[config.mk]
export PLATFORM = sky130hd
export DESIGN_NAME = regfile_dump_engine
export DESIGN_NICKNAME = d
export VERILOG_FILES = /design/src/rtl/regfile_pkg.sv /design/src/rtl/regdump_addr_ctr.sv /design/src/rtl/regfile_dump_engine.sv
export SDC_FILE = /design/constraint.sdc
export NUM_CORES = 1
export LEC_CHECK = 0
export BUFFER_PORTS_ARGS = -buffer_cell sky130_fd_sc_hd__buf_2
export CORE_MARGIN = 5
export CORE_UTILIZATION = 45
export DETAILED_ROUTE_END_ITERATION = 8
export PLACE_DENSITY = 0.83
export REMOVE_ABC_BUFFERS = 1
export SLEW_MARGIN = 20
export SYNTH_ARGS = -nofsm -noshare
export SYNTH_HDL_FRONTEND = slang
export SYNTH_HIERARCHICAL = 1
export SYNTH_SLANG_ARGS = --single-unit
[constraint.sdc]
create_clock -name clk -period 4.2 [get_ports clk]
set_input_delay 0.42 -clock clk [delete_from_list [all_inputs] [get_ports clk]]
set_output_delay 0.42 -clock clk [all_outputs]
set_load 0.01 [all_outputs]
[src/rtl/regfile_pkg.sv]
// Shared constants, dump-state encoding and address helper for the register-file dump engine.
// Pure declarations; no logic, no latency, no flow control.
package regfile_pkg;

    localparam int ADDR_W   = 5;
    localparam int DATA_W   = 32;
    localparam int NUM_REGS = 32;

    typedef enum logic [2:0] {
        IDLE,
        FETCH,
        SEND,
        CSUM,
        DONE
    } dump_state_t;

    // Step to the next register and wrap to 0 after the last one.
    function automatic logic [ADDR_W-1:0] addr_wrap_inc(input logic [ADDR_W-1:0] a);
        return (a == ADDR_W'(NUM_REGS - 1)) ? '0 : a + 1'b1;
    endfunction

endpackage

[src/rtl/regdump_addr_ctr.sv]
// Dump address walker: loads the first register and the last register, then steps modulo NUM_REGS.
// Latency: cur updates one cycle after load/inc; at_hi is combinational from cur.
// Backpressure: none of its own; it only steps when the caller pulses inc.
module regdump_addr_ctr
    import regfile_pkg::*;
(
    input  logic              clk,
    input  logic              reset,
    input  logic              load,
    input  logic              inc,
    input  logic [ADDR_W-1:0] lo,
    input  logic [ADDR_W-1:0] hi,
    output logic [ADDR_W-1:0] cur,
    output logic              at_hi
);

    logic [ADDR_W-1:0] hi_q;

    always_ff @(posedge clk) begin
        if (reset) begin
            cur  <= '0;
            hi_q <= '0;
        end else if (load) begin
            cur  <= lo;
            hi_q <= hi;
        end else if (inc) begin
            cur  <= addr_wrap_inc(cur);
        end
    end

    assign at_hi = (cur == hi_q);

endmodule

[src/rtl/regfile_dump_engine.sv]
// Register-file dump sequencer: walks lo..hi (wrapping) on one read port and streams words out.
// Latency: start to first out_valid is 2 cycles; one word every 2 cycles with out_ready held high.
// Backpressure: out_* holds while out_valid && !out_ready. REGDUMP_CHECKSUM_EN adds a trailing XOR beat.
module regfile_dump_engine
    import regfile_pkg::*;
(
    input  logic              clk,
    input  logic              reset,
    input  logic              start,
    input  logic              abort,
    input  logic [ADDR_W-1:0] lo_addr,
    input  logic [ADDR_W-1:0] hi_addr,
    output logic [ADDR_W-1:0] rf_addr,
    input  logic [DATA_W-1:0] rf_data,
    output logic              out_valid,
    input  logic              out_ready,
    output logic [DATA_W-1:0] out_data,
    output logic [ADDR_W-1:0] out_addr,
    output logic              out_last,
    output logic              busy,
    output logic              done
);

    dump_state_t       state, state_nxt;
    logic              ctr_load, ctr_inc, at_hi, hs, kill;
    logic [ADDR_W-1:0] cur;

    regdump_addr_ctr u_ctr (
        .clk   (clk),
        .reset (reset),
        .load  (ctr_load),
        .inc   (ctr_inc),
        .lo    (lo_addr),
        .hi    (hi_addr),
        .cur   (cur),
        .at_hi (at_hi)
    );

    assign hs   = out_valid && out_ready;
    assign kill = abort && (state != IDLE);

    always_ff @(posedge clk) begin
        if (reset) state <= IDLE;
        else       state <= state_nxt;
    end

    always_comb begin
        state_nxt = state;
        ctr_load  = 1'b0;
        ctr_inc   = 1'b0;
        case (state)
            IDLE: if (start) begin
                ctr_load  = 1'b1;
                state_nxt = FETCH;
            end
            FETCH: state_nxt = SEND;
            SEND: if (hs) begin
                if (at_hi) begin
`ifdef REGDUMP_CHECKSUM_EN
                    state_nxt = CSUM;
`else
                    state_nxt = DONE;
`endif
                end else begin
                    ctr_inc   = 1'b1;
                    state_nxt = FETCH;
                end
            end
`ifdef REGDUMP_CHECKSUM_EN
            CSUM: if (hs) state_nxt = DONE;
`endif
            DONE:    state_nxt = IDLE;
            default: state_nxt = IDLE;
        endcase
        if (kill) begin
            state_nxt = IDLE;
            ctr_inc   = 1'b0;
        end
    end

    assign busy    = (state != IDLE);
    assign done    = (state == DONE) && !abort;
    assign rf_addr = busy ? cur : '0;

`ifdef REGDUMP_CHECKSUM_EN
    logic [DATA_W-1:0] csum;
`endif

    always_ff @(posedge clk) begin
        if (reset) begin
            out_valid <= 1'b0;
            out_data  <= '0;
            out_addr  <= '0;
            out_last  <= 1'b0;
`ifdef REGDUMP_CHECKSUM_EN
            csum      <= '0;
`endif
        end else if (kill) begin
            out_valid <= 1'b0;
            out_last  <= 1'b0;
`ifdef REGDUMP_CHECKSUM_EN
            csum      <= '0;
`endif
        end else begin
            case (state)
`ifdef REGDUMP_CHECKSUM_EN
                IDLE: if (start) csum <= '0;
`endif
                // Capture on the FETCH edge so a same-cycle core write is not observed.
                FETCH: begin
                    out_valid <= 1'b1;
                    out_data  <= rf_data;
                    out_addr  <= cur;
`ifdef REGDUMP_CHECKSUM_EN
                    out_last  <= 1'b0;
                    csum      <= csum ^ rf_data;
`else
                    out_last  <= at_hi;
`endif
                end
                SEND: if (hs) begin
                    out_valid <= 1'b0;
                    out_last  <= 1'b0;
`ifdef REGDUMP_CHECKSUM_EN
                    // cur still equals hi here, so out_addr stays on the last register.
                    if (at_hi) begin
                        out_valid <= 1'b1;
                        out_data  <= csum;
                        out_last  <= 1'b1;
                    end
`endif
                end
                CSUM: if (hs) begin
                    out_valid <= 1'b0;
                    out_last  <= 1'b0;
                end
                default: ;
            endcase
        end
    end

endmodule

==> insert_results.sql, run 1 <==
INSERT INTO impl_metrics (metric_group, metric, value, unit) VALUES
('worst_setup_path', 'reg2reg_depth', '8', ''),
('cells_and_area', 'layout.core_utilization', '57.5', '%'),
('hold_path', 'min_path_cells', '3', ''),
('global_route', 'first_global_vias', '1863', ''),
('power_and_ir_drop', 'total_leakage_power', '1.23', 'nW'),
('synthesis', 'synth_compound_gate_area_share', '11.9', '%'),
('synthesis', 'most_numerous_cell_in_the_yosys_netlist', 'nand2_1', ''),
('power_and_ir_drop', 'power_per_cell_area', '379', 'mW/mm^2'),
('cells_and_area', 'num-fill-cells', '455', ''),
('hold_path', 'min_path_type', 'in2reg', ''),
('worst_setup_path', 'timing.critical_path.to_type', 'flip-flop', ''),
('status', 'outcome', 'completed', ''),
('worst_setup_path', 'cpPeakStageDelay', '490', 'ps'),
('worst_setup_path', 'critical_path_buf_inv_count', '0', ''),
('worst_setup_path', 'crit_path_start_kind', 'flip-flop', ''),
('floorplan', 'die_w', '79.3', 'microns'),
('floorplan', 'design.core.area', '0.00469', 'sq mm'),
('global_route', 'grt_first_pass_wirelength', '8010', 'microns'),
('worst_setup_path', 'timing.critical_path.cells', 'xnor2_1 -> nand3_1 -> nor3_1 -> nor2_1 -> and3_1 -> and4bb_2 -> a211oi_1 -> nor3_1', ''),
('floorplan', 'die_height', '79.3', 'microns'),
('clock_network', 'clkSinkCount', '52', ''),
('synthesis', 'synth_cell_type_count', '39', ''),
('synthesis', 'post-synth-top-area-fraction', '48.1', '%'),
('sta', 'setup-tns-final', '0', 'ps'),
('clock_network', 'cts.repair.resized', '0', ''),
('hold_path', 'holdPathEnd', 'out_data[20]', ''),
('worst_setup_path', 'worst_r2r_endpoint', 'u_ctr/cur[2]', ''),
('cells_and_area', 'antenna_cells_inserted', '0', ''),
('flow_run', 'drv.max_cap_violation_count', '0', ''),
('sta', 'finalMaxSlewViolations', '0', ''),
('floorplan', 'starting_utilization_of_the_core_area', '46.1', '%'),
('sta', 'max_freq', '0.470', 'GHz'),
('synthesis', 'synth-xor-area-share', '2.02', '%'),
('sta', 'worst_clock_skew', '4.52', 'ps'),
('cells_and_area', 'fraction_of_final_layout_cells_sized_beyond_drive_strength_1', '33.2', '%'),
('clock_network', 'worstSkewPairLatency', '290', 'ps'),
('clock_network', 'clock_tree.buffer_depth', '2', ''),
('routing', 'totalWireLength', '4870', 'microns'),
('synthesis', 'synthesis.area', '0.00216', 'sq mm'),
('floorplan', 'top_level_ports', '93', ''),
('worst_setup_path', 'timing.critical_path.mode_cell', 'nor3_1', ''),
('synthesis', 'yosys-top-cells-count', '76 x nand2_1, 52 x dfxtp_1, 40 x a21oi_1', ''),
('sta', 'timing.slew.headroom', '42.6', '%'),
('clock_network', 'cts_buffers', '5', ''),
('placed_design', 'post-dp-hpwl', '3410', 'microns'),
('routing', 'drc_violation_count_after_routing', '0', ''),
('clock_network', 'path_clk_slew', '90', 'ps'),
('floorplan', 'core.rowCount', '25', ''),
('worst_setup_path', 'path_delay_family', 'simple AND/OR/NAND/NOR gates', ''),
('routing', 'routedWlPerCell', '12.5', 'microns'),
('synthesis', 'yosysWarnings', '6', ''),
('worst_setup_path', 'critical-path-slowest-cell', 'dfxtp_1', ''),
('synthesis', 'ys_dominant_reg_cell', 'dfxtp_1', ''),
('sta', 'timing_worst_slew_pin_value', '860', 'ps'),
('synthesis', 'cells_after_synth', '252', ''),
('clock_network', 'post_cts_buffers', '0', ''),
('worst_setup_path', 'worst_r2r_startpoint', 'u_ctr/cur[0]', ''),
('clock_network', 'cts_tree', 'done', ''),
('worst_setup_path', 'critPathMaxFanout', '8', ''),
('global_route', 'antenna_found_initial', '0', ''),
('synthesis', 'post_synth_fa_ha_maj_area_fraction', '1.16', '%'),
('synthesis', 'synth_edf_count', '0', ''),
('placed_design', 'io_buffer_count', '92', ''),
('sta', 'grt_setup_unrepaired', 'no', ''),
('cells_and_area', 'fin_area', '0.00270', 'sq mm'),
('cells_and_area', 'layout_stage_area_growth_over_the_synthesis_result', '24.7', '%'),
('synthesis', 'synth_seq_area_share', '48.1', '%'),
('routing', 'drt_iter0_drc', '104', ''),
('synthesis', 'synth.area.mux_share', '4.28', '%'),
('cells_and_area', 'multi_input_comb_area', '987', 'sq um'),
('floorplan', 'die_area', '0.00629', 'sq mm');
## tightest hold or removal path, delay by kind of cell
kind,cells,cell delay [ps]
AOI/OAI and AO/OA,1,50
buffers and inverters,1,90
and+or+nand+nor,1,40
## cell usage in the layout (no fill, tap or decap), drive strengths merged, types with 2 or more instances in the layout
cell,netlist,final
a21oi,40,40
nand2,76,76
and3,2,2
inv,2,2
mux2i,7,7
nor2,11,11
o21ai,2,2
a211oi,2,2
and2,5,5
mux2,2,2
clkbuf,4,7
buf,12,93
ha,2,2
dfxtp,52,52
xnor2,3,3
nor2b,4,4
xor2,2,2
nor3,4,4
nand4b,2,2
nand3,3,3
nor4b,2,2
## worst max-delay path by stage
stage | from | to | cells past startpoint
final | u_ctr/cur[0] | u_ctr/cur[2] | 8
after global routing | u_ctr/cur[0] | u_ctr/cur[2] | 8
after CTS | state[2] | u_ctr/hi_q[0] | 4
after floorplan | state[2] | u_ctr/cur[3] | 4
after detailed placement | state[2] | u_ctr/hi_q[0] | 4
after global placement | state[2] | u_ctr/cur[3] | 4
## flip-flops by register name, indices dropped and copies added (netlist names)
register,flops
u_ctr/cur,5
out_last,1
out_valid,1
u_ctr/hi_q,5
state,3
out_data,32
out_addr,5
## routing by layer
| layer | global-route usage [%] | part of all wire (%) | up-vias |
|---|---|---|---|
| li1 | - | - | 1001 |
| met1 | 17.4 | 44 | 858 |
| met2 | 29.0 | 49 | 60 |
| met3 | 4.42 | 6.7 | 4 |
| met4 | 3.78 | 0.55 | 0 |
| met5 | 0 | 0 | - |
## through the flow
step                      setup slack, ps  instances  hold slack, ps
after floorplan                      2230        236             472
after global placement               2040        383             438
after detailed placement             1940        383             445
after CTS                            1940        391             339
after global routing                 1860        391             344
final                                2070        391             350
## cell type report
| class | count | area share (%) |
|---|---|---|
| clock buffers | 7 | 3.57 |
| multi-input cells | 182 | 36.6 |
| well taps | 54 | 2.50 |
| flip-flops and latches | 52 | 38.6 |
| repair buffers | 93 | 17.3 |
| inverters | 2 | 0.278 |
| clock inverters | 1 | 1.11 |
## where the power goes
part	leakage (nW)	switching (mW)	internal [mW]
sequential	0.423	0.0193	0.514
combinational	0.740	0.0651	0.0583
clock	0.0645	0.156	0.210
## cells by family after synthesis
group / after synthesis
simple gates: 118
flops: 52
compound gates: 48
buf+inv: 18
mux: 9
xor+xnor: 5
fa+ha+maj: 2
Power figures use the tool's default switching activity.
==> run 2: changes to the inputs <==
- ABC_AREA: not set -> 1
- clock period: 4.2 -> 2.06 ns (I/O delays scaled with it)
==> run 2 against run 1 <==
Effect of this change: clock skew grew 0.99 ps; sequential cell count did not move; die area grew 2.3%; non-clock buffer count is 2 higher; critical path depth grew 3; critical endpoint is now u_ctr/cur[0].
==> insert_results.sql, run 2 <==
INSERT INTO impl_metrics (metric_group, metric, value, unit) VALUES
('clock_network', 'cts_buffers', '5', ''),
('routing', 'route.antenna.remaining_nets', '0', ''),
('worst_setup_path', 'crit_path_start_kind', 'flip-flop', ''),
('cells_and_area', 'reg_with_most_ffs', 'out_data', ''),
('floorplan', 'die_w', '80.2', 'microns'),
('routing', 'drt_iter0_drc', '97', ''),
('worst_setup_path', 'worst-endpoint-required', '2290', 'ps'),
('global_route', 'met3_track_demand_over_resource_in_global_routing', '2.91', '%'),
('routing', 'routed-via-count', '2147', ''),
('sta', 'setup-violations-final', '0', ''),
('routing', 'drc_violation_count_after_routing', '0', ''),
('synthesis', 'synth_top_area_cell', 'dfxtp_1', ''),
('power_and_ir_drop', 'power_per_cell_area', '1040', 'mW/mm^2'),
('sta', 'grt_setup_unrepaired', 'no', ''),
('clock_network', 'path_clk_slew', '100', 'ps'),
('global_route', 'total_congestion_overflow_after_global_routing', '0', ''),
('synthesis', 'yosys-top-cells-count', '91 x nand2_1, 52 x dfxtp_1, 38 x a21oi_1', ''),
('worst_setup_path', 'timing.critical_path.to_type', 'flip-flop', ''),
('synthesis', 'synthArstFlopShare', '0', '%'),
('global_route', 'grt.busiest_layer', 'met2', ''),
('sta', 'finalMaxSlewViolations', '0', ''),
('placed_design', 'io_buffer_count', '92', ''),
('power_and_ir_drop', 'total_leakage_power', '1.30', 'nW'),
('hold_path', 'min_path_type', 'in2reg', ''),
('clock_network', 'post_cts_buffers', '0', ''),
('worst_setup_path', 'timing.critical_path.cells', 'inv_1 -> or2_2 -> nand3_1 -> nor2_1 -> inv_1 -> nand2_1 -> nor2_2 -> nor2_1 -> nor2_1 -> nand2_1 -> a21oi_1', ''),
('synthesis', 'cells_after_synth', '291', ''),
('sta', 'setup-tns-final', '0', 'ps'),
('global_route', 'grt_first_pass_wirelength', '8960', 'microns'),
('synthesis', 'ys_dominant_reg_cell', 'dfxtp_1', ''),
('cells_and_area', 'antenna_cells_inserted', '0', ''),
('clock_network', 'cts_tree', 'done', ''),
('synthesis', 'yosysWarnings', '6', ''),
('worst_setup_path', 'critPathMaxFanout', '6', ''),
('synthesis', 'post-synth-top-area-fraction', '46.9', '%'),
('synthesis', 'synth_seq_area_share', '46.9', '%'),
('synthesis', 'synth_edf_count', '0', ''),
('routing', 'routedWlPerCell', '12.3', 'microns'),
('synthesis', 'simple_gate_fraction_of_synth_area', '29.3', '%'),
('power_and_ir_drop', 'worst_ir_drop_on_vdd', '568', 'uV'),
('cells_and_area', 'mostFrequentLayoutCells', '92 x buf_2, 91 x nand2_1, 52 x dfxtp_1', ''),
('floorplan', 'core.rowCount', '25', ''),
('routing', 'vias_per_cell', '4.77', ''),
('floorplan', 'starting_utilization_of_the_core_area', '46.7', '%'),
('clock_network', 'clock_tree.buffer_depth', '2', ''),
('routing', 'number_of_search_and_repair_iterations_in_the_first_detailed_routing_pass', '4', ''),
('synthesis', 'synth-xor-area-share', '1.58', '%'),
('cells_and_area', 'fraction_of_final_layout_cells_sized_beyond_drive_strength_1', '32.6', '%'),
('power_and_ir_drop', 'fin_total_pwr', '2.90', 'mW'),
('global_route', 'overall_track_demand_over_capacity_in_global_routing', '17.0', '%'),
('sta', 'timing.slew.headroom', '62.4', '%'),
('routing', 'totalWireLength', '5520', 'microns'),
('synthesis', 'synth.area.mux_share', '0', '%'),
('synthesis', 'most_numerous_cell_in_the_yosys_netlist', 'nand2_1', ''),
('global_route', 'met2_usage', '28.9', '%'),
('worst_setup_path', 'timing.critical_path.mode_cell', 'nor2_1', ''),
('synthesis', 'ys_seq_elements', '52', ''),
('sta', 'finalCriticalPeriod', '1830', 'ps'),
('clock_network', 'clkSinkCount', '52', ''),
('sta', 'timing_hold_violations_final', '0', ''),
('worst_setup_path', 'cp_data_arrival_time', '2060', 'ps'),
('sta', 'max_freq', '0.547', 'GHz'),
('clock_network', 'cts_htree_levels', '2', ''),
('synthesis', 'post_synth.cell_area_avg', '7.63', 'sq um'),
('cells_and_area', 'design.final.nets', '431', ''),
('floorplan', 'design.core.area', '0.00475', 'sq mm'),
('synthesis', 'post_synth_fa_ha_maj_area_fraction', '1.13', '%'),
('floorplan', 'die_area', '0.00644', 'sq mm'),
('worst_setup_path', 'reg2reg_depth', '11', ''),
('global_route', 'antenna_found_initial', '0', ''),
('cells_and_area', 'layout_stage_area_growth_over_the_synthesis_result', '25.6', '%'),
('worst_setup_path', 'critical-path-slowest-cell', 'dfxtp_1', ''),
('synthesis', 'synth_compound_gate_area_share', '13.0', '%'),
('synthesis', 'synth_cell_type_count', '28', ''),
('sta', 'worst_clock_skew', '5.51', 'ps'),
('global_route', 'global_route.usage.met1', '22.1', '%'),
('global_route', 'first_global_vias', '2029', ''),
('cells_and_area', 'largest_register_ffs', '32', ''),
('floorplan', 'die_height', '80.2', 'microns'),
('placed_design', 'post-dp-hpwl', '4040', 'microns'),
('sta', 'timing_worst_slew_pin_value', '563', 'ps'),
('status', 'outcome', 'completed', ''),
('synthesis', 'synthesis.area', '0.00222', 'sq mm'),
('clock_network', 'clockRootBuffer', 'clkbuf_8', ''),
('cells_and_area', 'mostFrequentLayoutCell', 'buf_2', ''),
('global_route', 'grt_max_degree', '38', ''),
('worst_setup_path', 'critPathKind', 'reg2reg', ''),
('floorplan', 'top_level_ports', '93', ''),
('sta', 'post-route-period-util', '88.8', '%'),
('synthesis', 'ys_top_cells_by_area', 'dfxtp_1 47%, nand2_1 15%, a21oi_1 8.6%', ''),
('clock_network', 'cts-hold-fix-buffers', '0', ''),
('clock_network', 'worstSkewPairLatency', '300', 'ps'),
('synthesis', 'synth_top_family_by_area', 'simple AND/OR/NAND/NOR gates', ''),
('worst_setup_path', 'cpPeakStageDelay', '450', 'ps'),
('placed_design', 'gp_congestion', '0.892', ''),
('hold_path', 'min_path_cells', '3', ''),
('flow_run', 'drv.max_cap_violation_count', '0', '');
-- run 2: worst max-delay path: cells and delay by family (launching register included) --
family / cells / cell delay, ps
simple gates: 8 / 1030
flops: 1 / 450
compound gates: 1 / 150
buf+inv: 2 / 140
-- run 2: what timing repair did --
| item | 4_1_cts | 5_1_grt |
|---|---|---|
| hold endpoints to repair | 0 | 0 |
| resized for setup | 0 | 1 |
| setup endpoints to repair | 0 | 3 |
-- run 2: area by class of cell --
cell class	instances	area, sq um
Clock buffer	5	68.8
Clock inverter	3	22.5
Fill cell	470	1970
Inverter	23	86.3
Multi-Input combinational cell	205	1000
Sequential cell	52	1040
Tap cell	67	83.8
Timing Repair Buffer	95	483
-- run 2: power breakdown --
part,leakage [nW],internal (mW),switching (mW),total [mW]
combinational,0.831,0.372,0.629,1.00
sequential,0.423,1.17,0.144,1.31
clock,0.0485,0.244,0.344,0.588
total,1.30,1.78,1.12,2.90
-- run 2: through the flow --
stage | cell area [sq um] | cells | setup WS, ps | hold WS [ps] | util [%]
final | 2790 | 450 | 231 | 130 | 58.6
after global routing | 2790 | 450 | 23.7 | 130 | 58.6
after detailed placement | 2690 | 442 | 203 | 442 | 56.7
after floorplan | 2130 | 280 | 366 | 268 | -
after global placement | 2690 | 442 | 309 | 433 | 56.7
after CTS | 2790 | 450 | 195 | 128 | 58.6
-- run 2: cells by family after synthesis --
| group | Yosys count |
|---|---|
| AND/OR/NAND/NOR | 147 |
| AO/OA/AOI/OAI | 52 |
| flip-flops | 52 |
| buffers and inverters | 34 |
| XOR/XNOR | 4 |
| adder cells (fa/ha/maj) | 2 |
-- run 2: worst paths after layout --
path / start / endpoint / slack, ps
max: u_ctr/cur[1] / u_ctr/cur[0] / 230
min: hi_addr[2] / u_ctr/hi_q[2] / 130
max reg2reg: u_ctr/cur[1] / u_ctr/cur[0] / 230
min reg2reg: out_addr[2] / out_addr[2] / 470
-- run 2: per-layer routing --
metal	vias up	wire length, microns
met5	-	0
met4	0	113
met3	8	321
met2	71	2660
met1	969	2430
li1	1099	-
